===== config.mk =====
export PLATFORM = sky130hd
export DESIGN_NAME = apb_script_master_flat
export DESIGN_NICKNAME = d
export VERILOG_FILES = /design/src/rtl/apb_script_pkg.sv /design/src/rtl/apb_script_master_if.sv /design/src/rtl/apb_script_master.sv /design/src/flat_wrapper.sv
export SDC_FILE = /design/constraint.sdc
export NUM_CORES = 1
export LEC_CHECK = 0
export CAP_MARGIN = 20
export CORE_MARGIN = 2
export CORE_UTILIZATION = 30
export CTS_CLUSTER_DIAMETER = 30
export DETAILED_ROUTE_END_ITERATION = 8
export DONT_BUFFER_PORTS = 1
export SYNTH_ARGS = -nofsm -noshare
export SYNTH_HDL_FRONTEND = slang
export SYNTH_SLANG_ARGS = --single-unit

===== constraint.sdc =====
create_clock -name CLK -period 7.2 [get_ports CLK]
set_clock_uncertainty 0.05 [all_clocks]
set_input_delay 0.72 -clock CLK [delete_from_list [all_inputs] [get_ports CLK]]
set_output_delay 0.72 -clock CLK [all_outputs]
set_load 0.01 [all_outputs]

===== src/rtl/apb_script_pkg.sv =====
// Shared opcodes, state encoding and field widths
// for the APB script master.
package apb_script_pkg;

    localparam int OP_W  = 3;
    localparam int ERR_W = 8;
    localparam int GAP_W = 4;

    localparam logic [OP_W-1:0] OP_NOP   = 3'd0;
    localparam logic [OP_W-1:0] OP_WRITE = 3'd1;
    localparam logic [OP_W-1:0] OP_READ  = 3'd2;
    localparam logic [OP_W-1:0] OP_POLL  = 3'd3;
    localparam logic [OP_W-1:0] OP_WAIT  = 3'd4;
    localparam logic [OP_W-1:0] OP_END   = 3'd7;

    typedef enum logic [2:0] {
        S_IDLE   = 3'd0,
        S_FETCH  = 3'd1,
        S_SETUP  = 3'd2,
        S_ACCESS = 3'd3,
        S_WAIT   = 3'd4,
        S_GAP    = 3'd5,
        S_FIN    = 3'd6
    } state_t;

endpackage


===== src/rtl/apb_script_master_if.sv =====
// APB bus bundle between the script master
// and any APB slave.
interface apb_script_master_if #(
    parameter int ADDR_W = 10,
    parameter int DATA_W = 32
);
    logic              PSEL;
    logic              PENABLE;
    logic              PWRITE;
    logic [ADDR_W-1:0] PADDR;
    logic [DATA_W-1:0] PWDATA;
    logic [DATA_W-1:0] PRDATA;
    logic              PREADY;
    logic              PSLVERR;

    modport master (
        output PSEL, PENABLE, PWRITE, PADDR, PWDATA,
        input  PRDATA, PREADY, PSLVERR
    );

    modport slave (
        input  PSEL, PENABLE, PWRITE, PADDR, PWDATA,
        output PRDATA, PREADY, PSLVERR
    );
endinterface


===== src/rtl/apb_script_master.sv =====
// Command-table driven APB master: write, read-check,
// poll with timeout, wait and end.
module apb_script_master
    import apb_script_pkg::*;
#(
    parameter int ADDR_W   = 10,
    parameter int DATA_W   = 32,
    parameter int DEPTH    = 64,
    parameter int POLL_MAX = 1000,
    parameter int GAP_CYC  = 1,
    localparam int IDX_W   = $clog2(DEPTH)
) (
    input  logic              CLK,
    input  logic              RESET,
    input  logic              START,
    output logic [IDX_W-1:0]  CMD_IDX,
    input  logic [OP_W-1:0]   CMD_OP,
    input  logic [ADDR_W-1:0] CMD_ADDR,
    input  logic [DATA_W-1:0] CMD_DATA,
    input  logic [DATA_W-1:0] CMD_MASK,
    apb_script_master_if.master apb,
    output logic              BUSY,
    output logic              DONE,
    output logic              FAIL,
    output logic [ERR_W-1:0]  ERR_CNT,
    output logic [DATA_W-1:0] RD_LAST
);
    localparam int PC_W = $clog2(POLL_MAX + 1);
    localparam logic [IDX_W-1:0] IDX_LAST = IDX_W'(DEPTH - 1);
    localparam logic [PC_W-1:0]  POLL_END = PC_W'(POLL_MAX - 1);
    localparam logic [GAP_W-1:0] GAP_INIT = GAP_W'(GAP_CYC - 1);

    state_t            state_q, state_d;
    logic [IDX_W-1:0]  idx_q;
    logic [OP_W-1:0]   op_q;
    logic [ADDR_W-1:0] addr_q;
    logic [DATA_W-1:0] data_q, mask_q, wait_q, rd_q;
    logic [PC_W-1:0]   poll_q;
    logic [GAP_W-1:0]  gap_q;
    logic              retry_q, done_q, fail_q;
    logic [ERR_W-1:0]  err_q;

    logic is_nop, is_xfer, is_wait, is_end, wait0, last_idx;
    logic xfer_done, match, retry, err_ev, adv, start_ok;

    always_comb begin
        is_nop  = 1'b0;
        is_xfer = 1'b0;
        is_wait = 1'b0;
        is_end  = 1'b0;
        unique case (CMD_OP)
            OP_WRITE, OP_READ, OP_POLL: is_xfer = 1'b1;
            OP_WAIT: is_wait = 1'b1;
            OP_END:  is_end  = 1'b1;
            default: is_nop  = 1'b1;
        endcase
    end

    assign wait0     = is_wait && (CMD_DATA == '0);
    assign last_idx  = (idx_q == IDX_LAST);
    assign start_ok  = START && (state_q == S_IDLE || state_q == S_FIN);
    assign xfer_done = (state_q == S_ACCESS) && apb.PREADY;
    assign match     = ((apb.PRDATA ^ data_q) & mask_q) == '0;

    // A slave error ends a poll at once rather than retrying it.
    assign retry = xfer_done && (op_q == OP_POLL) && !apb.PSLVERR
                && !match && (poll_q != POLL_END);
    assign err_ev = xfer_done && (apb.PSLVERR || (!match
                 && ((op_q == OP_READ)
                 || (op_q == OP_POLL && poll_q == POLL_END))));
    assign adv = ((state_q == S_FETCH) && (is_nop || wait0))
              || ((state_q == S_WAIT) && (wait_q == DATA_W'(1)))
              || (xfer_done && !retry);

    always_ff @(posedge CLK or posedge RESET) begin
        if (RESET) state_q <= S_IDLE;
        else       state_q <= state_d;
    end

    always_comb begin
        state_d = state_q;
        unique case (state_q)
            S_IDLE, S_FIN: if (START) state_d = S_FETCH;
            S_FETCH: begin
                unique case (1'b1)
                    is_end:              state_d = S_FIN;
                    is_xfer:             state_d = S_SETUP;
                    (is_wait && !wait0): state_d = S_WAIT;
                    default: state_d = last_idx ? S_FIN : S_FETCH;
                endcase
            end
            S_SETUP: state_d = S_ACCESS;
            S_ACCESS: begin
                if (xfer_done) begin
                    if (adv && last_idx) state_d = S_FIN;
                    else if (GAP_CYC != 0) state_d = S_GAP;
                    else state_d = retry ? S_SETUP : S_FETCH;
                end
            end
            S_WAIT: begin
                if (wait_q == DATA_W'(1))
                    state_d = last_idx ? S_FIN : S_FETCH;
            end
            S_GAP: begin
                if (gap_q == '0)
                    state_d = retry_q ? S_SETUP : S_FETCH;
            end
            default: state_d = S_IDLE;
        endcase
    end

    always_ff @(posedge CLK or posedge RESET) begin
        if (RESET) begin
            idx_q   <= '0;
            op_q    <= OP_NOP;
            addr_q  <= '0;
            data_q  <= '0;
            mask_q  <= '0;
            wait_q  <= '0;
            rd_q    <= '0;
            poll_q  <= '0;
            gap_q   <= '0;
            retry_q <= 1'b0;
            done_q  <= 1'b0;
            fail_q  <= 1'b0;
            err_q   <= '0;
        end else begin
            if (start_ok) begin
                idx_q  <= '0;
                done_q <= 1'b0;
                fail_q <= 1'b0;
                err_q  <= '0;
            end
            if (state_q == S_FETCH && is_xfer) begin
                op_q   <= CMD_OP;
                addr_q <= CMD_ADDR;
                data_q <= CMD_DATA;
                mask_q <= CMD_MASK;
                poll_q <= '0;
            end
            if (state_q == S_FETCH && is_wait) wait_q <= CMD_DATA;
            if (state_q == S_WAIT) wait_q <= wait_q - 1'b1;
            if (state_q == S_GAP) gap_q <= gap_q - 1'b1;
            if (xfer_done) begin
                if (op_q != OP_WRITE) rd_q <= apb.PRDATA;
                poll_q  <= retry ? poll_q + 1'b1 : '0;
                retry_q <= retry;
                gap_q   <= GAP_INIT;
            end
            // Index holds at the last entry so CMD_IDX shows where it ended.
            if (adv && !last_idx) idx_q <= idx_q + 1'b1;
            if (state_d == S_FIN && state_q != S_FIN) done_q <= 1'b1;
            if (err_ev) begin
                fail_q <= 1'b1;
                if (err_q != '1) err_q <= err_q + 1'b1;
            end
        end
    end

    always_comb begin
        apb.PSEL    = 1'b0;
        apb.PENABLE = 1'b0;
        apb.PWRITE  = 1'b0;
        BUSY        = 1'b1;
        unique case (state_q)
            S_SETUP: begin
                apb.PSEL   = 1'b1;
                apb.PWRITE = (op_q == OP_WRITE);
            end
            S_ACCESS: begin
                apb.PSEL    = 1'b1;
                apb.PENABLE = 1'b1;
                apb.PWRITE  = (op_q == OP_WRITE);
            end
            S_IDLE, S_FIN: BUSY = 1'b0;
            default: ;
        endcase
    end

    assign apb.PADDR  = addr_q;
    assign apb.PWDATA = data_q;
    assign CMD_IDX    = idx_q;
    assign DONE       = done_q;
    assign FAIL       = fail_q;
    assign ERR_CNT    = err_q;
    assign RD_LAST    = rd_q;

endmodule

===== src/flat_wrapper.sv =====
// flat-port wrapper written by rule: the top's interface ports become plain ports
module apb_script_master_flat import apb_script_pkg::*;
#(
    parameter int ADDR_W   = 10,
    parameter int DATA_W   = 32,
    parameter int DEPTH    = 64,
    parameter int POLL_MAX = 1000,
    parameter int GAP_CYC  = 1,
    localparam int IDX_W   = $clog2(DEPTH)
)
  (CLK, RESET, START, CMD_IDX, CMD_OP, CMD_ADDR, CMD_DATA, CMD_MASK, BUSY, DONE, FAIL, ERR_CNT, RD_LAST, apb_PSEL, apb_PENABLE, apb_PWRITE, apb_PADDR, apb_PWDATA, apb_PRDATA, apb_PREADY, apb_PSLVERR);
  apb_script_master_if #(.ADDR_W(ADDR_W), .DATA_W(DATA_W)) apb_i ();
  input  logic CLK;
  input  logic RESET;
  input  logic START;
  output logic [IDX_W-1:0] CMD_IDX;
  input  logic [OP_W-1:0] CMD_OP;
  input  logic [ADDR_W-1:0] CMD_ADDR;
  input  logic [DATA_W-1:0] CMD_DATA;
  input  logic [DATA_W-1:0] CMD_MASK;
  output logic BUSY;
  output logic DONE;
  output logic FAIL;
  output logic [ERR_W-1:0] ERR_CNT;
  output logic [DATA_W-1:0] RD_LAST;
  output wire logic [$bits(apb_i.PSEL)-1:0] apb_PSEL;
  output wire logic [$bits(apb_i.PENABLE)-1:0] apb_PENABLE;
  output wire logic [$bits(apb_i.PWRITE)-1:0] apb_PWRITE;
  output wire logic [$bits(apb_i.PADDR)-1:0] apb_PADDR;
  output wire logic [$bits(apb_i.PWDATA)-1:0] apb_PWDATA;
  input wire logic [$bits(apb_i.PRDATA)-1:0] apb_PRDATA;
  input wire logic [$bits(apb_i.PREADY)-1:0] apb_PREADY;
  input wire logic [$bits(apb_i.PSLVERR)-1:0] apb_PSLVERR;
  assign apb_PSEL = apb_i.PSEL;
  assign apb_PENABLE = apb_i.PENABLE;
  assign apb_PWRITE = apb_i.PWRITE;
  assign apb_PADDR = apb_i.PADDR;
  assign apb_PWDATA = apb_i.PWDATA;
  assign apb_i.PRDATA = apb_PRDATA;
  assign apb_i.PREADY = apb_PREADY;
  assign apb_i.PSLVERR = apb_PSLVERR;
  apb_script_master #(.ADDR_W(ADDR_W), .DATA_W(DATA_W), .DEPTH(DEPTH), .POLL_MAX(POLL_MAX), .GAP_CYC(GAP_CYC)) u_core (.CLK(CLK), .RESET(RESET), .START(START), .CMD_IDX(CMD_IDX), .CMD_OP(CMD_OP), .CMD_ADDR(CMD_ADDR), .CMD_DATA(CMD_DATA), .CMD_MASK(CMD_MASK), .apb(apb_i), .BUSY(BUSY), .DONE(DONE), .FAIL(FAIL), .ERR_CNT(ERR_CNT), .RD_LAST(RD_LAST));
endmodule

==> impl_metrics.env <==
export IMPL_status="completed"
export IMPL_diodes=0
export IMPL_netlist_top_cells_count="dfrtp_1 (175), mux2_2 (108), nand2_1 (63)"
export IMPL_yosys_area_top_type="dfrtp_1"
export IMPL_htree_levels=4
export IMPL_cts_root_buf="clkbuf_16"
export IMPL_synthTopCellsByArea="dfrtp_1 (51%), mux2_2 (14%), xor2_1 (3.4%)"
export IMPL_post_route_util_pct=34.2
export IMPL_num_rows=61
export IMPL_synth_async_reset_ratio_pct=100
export IMPL_critPathKind="reg -> reg"
export IMPL_synthToLayoutAreaGrowth_pct=11.5
export IMPL_ys_flop_type="dfrtp_1"
export IMPL_grt_pass1_wl_um=37000
export IMPL_hold_buffers=0
export IMPL_drt_met1_wl_um=9970
export IMPL_pin_count=208
export IMPL_drtAntennaViolNets=0
export IMPL_io_buffers=0
export IMPL_ys_types=69
export IMPL_clk_pin_slew_ns=0.08
export IMPL_antenna_found_initial=1
export IMPL_stdcell_area_sq_um=9560
export IMPL_hpwl_um=17300
export IMPL_finalWorstSetupSlack_ns=3.81
export IMPL_rsz0062_at_grt="no"
export IMPL_critPathArrivalTime_ns=3.70
export IMPL_ys_seq_area_share_pct=51.1
export IMPL_ctsResizeCount=0
export IMPL_start_util_pct=30.7
export IMPL_dpl_worst_slack_ns=3.25
export IMPL_fin_setup_tns_ns=0
export IMPL_peakVddDrop_mv=0.208
export IMPL_cts_tree="built"
export IMPL_hold_slack_ns=0.150
export IMPL_post_cts_setup_buffers=0
export IMPL_crit_required_ns=7.51
export IMPL_crit_path_start_kind="register"
export IMPL_hold_path_class="in -> async"
export IMPL_grt_max_degree=80
export IMPL_drc=0
export IMPL_route_vias_total=6047
export IMPL_cts_sinks=175
export IMPL_cts_max_path_buffers=2
export IMPL_dr_pass1_iters=5
export IMPL_placed_area_sq_um=8960
export IMPL_crit_fanout=9
export IMPL_drive_gt1_share_pct=22.3
export IMPL_max_slew_worst_pin_slew_ns=1.13
export IMPL_numCtsBuffers=17
export IMPL_netlist_instances=762
export IMPL_cp_end_kind="register"
export IMPL_slew_viol_final=0
export IMPL_gr_usage_all_layers_pct=15.9
export IMPL_drv_cap=0
export IMPL_dr_wl_met3_um=2380
export IMPL_drtIter0Drc=396
export IMPL_max_slew_margin_rel_pct=23.7
export IMPL_finalSetupViolations=0
export IMPL_placedCellCount=1115
export IMPL_grt_pass1_vias=6213
export IMPL_dr_wl_met2_um=10700
export IMPL_fin_cells=1148
export IMPL_die_w_um=173
export IMPL_p_total_mw=3.83
export IMPL_fill_cells=2811
export IMPL_fin_crit_sh_pct=47.1
export IMPL_finalCriticalPeriod_ns=3.39
export IMPL_synth_area_per_cell_sq_um=11.3
export IMPL_dieArea_sq_um=29900
export IMPL_highest_layer="met4"
export IMPL_place_congestion=0.810
export IMPL_core_sq_um=27900
export IMPL_fp_dieH_um=173
export IMPL_netlist_area_sq_um=8570
export IMPL_powerDensity_nw_per_um2=401
export IMPL_synth_edf_count=0
export IMPL_p_leak_nw=3.91
export IMPL_yosysMostFrequentCell="dfrtp_1"
export IMPL_clock_latency_ns=0.44
export IMPL_ys_seq_elements=175
export IMPL_grt_ovfl_total=0
export IMPL_synthesis_nets=883
export IMPL_ys_warn_count=0
export IMPL_fmax_mhz=295
export IMPL_wl_per_cell_um=20.4
export IMPL_fin_nets=878
export IMPL_via_per_inst=5.27
export IMPL_routed_wl_um=23500
export IMPL_timing_hold_violations_final=0
export IMPL_synth_top_cell_area_share_pct=51.1
## worst max-delay path, cell delays in order (launching register included)
cell and delay (ns):
dfrtp_1 0.46, xor2_1 0.24, a22oi_1 0.26, nand4_1 0.19, nor4_1 0.99, nor2_1 0.45, nor3_4 0.42, mux2i_1 0.23
## state kept, by name, indices dropped and copies added, names as in the netlist
name               count
u_core.gap_q           4
u_core.FAIL            1
u_core.apb.PADDR      10
u_core.DONE            1
u_core.op_q            3
u_core.wait_q         32
u_core.apb.PWDATA     32
u_core.poll_q         10
u_core.CMD_IDX         6
u_core.mask_q         32
u_core.RD_LAST        32
u_core.ERR_CNT         8
u_core.retry_q         1
u_core.state_q         3
## final timing paths
check                                startpoint                 to  slack (ns)  depth (start not counted)
min reg2reg                   u_core.wait_q[27]  u_core.wait_q[27]        0.46                          2
max                        u_core.apb.PWDATA[3]  u_core.CMD_IDX[1]        3.81                          7
max reg2reg                u_core.apb.PWDATA[3]  u_core.CMD_IDX[1]        3.81                          7
min                                       RESET  u_core.CMD_IDX[3]        0.15                          1
max in group asynchronous                 RESET   u_core.wait_q[9]        5.72                          2
min in group CLK                   CMD_DATA[13]  u_core.wait_q[13]        0.36                          2
## cell usage in the layout (no fill, tap or decap), drive strengths merged, types with 4 or more instances in the layout
cell type,synthesis,layout
and2,5,5
mux2i,9,9
ha,7,7
a22oi,18,18
nand4,13,13
o21ai,24,24
nand3,30,30
xor2,33,33
a21oi,26,26
o211ai,10,10
nor2b,5,5
nor2,54,54
a211oi,5,5
nor3,19,19
dfrtp,175,175
or4,6,6
clkinv,0,6
mux2,108,108
o31ai,4,4
nand2,63,63
o311ai,7,7
buf,18,6
a311oi,7,7
nand2b,4,4
or3,5,5
inv,14,21
or2,8,8
and3,8,8
nor3b,5,5
nor4,20,20
clkbuf,12,17
## final cells by class
cell class / instances / area [sq um] / share of cell area, %
inverters: 14 / 57.6 / 0.602
repair buffers: 6 / 45.0 / 0.471
well taps: 378 / 473 / 4.95
clock buffers: 17 / 425 / 4.45
flip-flops and latches: 175 / 4380 / 45.8
clock inverters: 15 / 170 / 1.78
multi-input cells: 543 / 4010 / 42.0
## power breakdown
part,internal [mW],total [mW],switching (mW),leakage [nW]
logic,0.514,1.01,0.494,1.46
registers,1.38,1.90,0.521,2.17
clock network,0.468,0.926,0.458,0.284
total,2.36,3.83,1.47,3.91
## logic make-up (layout without fill, tap and decap cells)
logic type	after synthesis	in the layout	share of synthesized area, %
compound gates	132	132	10.7
xor+xnor	36	36	3.68
fa+ha+maj	7	7	1.02
buf+inv	44	52	2.29
flops	175	175	51.1
mux	117	117	15.2
simple gates	251	251	16.1
## layer usage
metal	vias to the layer above	track usage [%]
li1	2798	-
met4	0	4.98
met2	252	24.5
met1	2965	20.3
met3	32	6.46
met5	-	0
No activity file was read; power rests on OpenSTA's default activity.
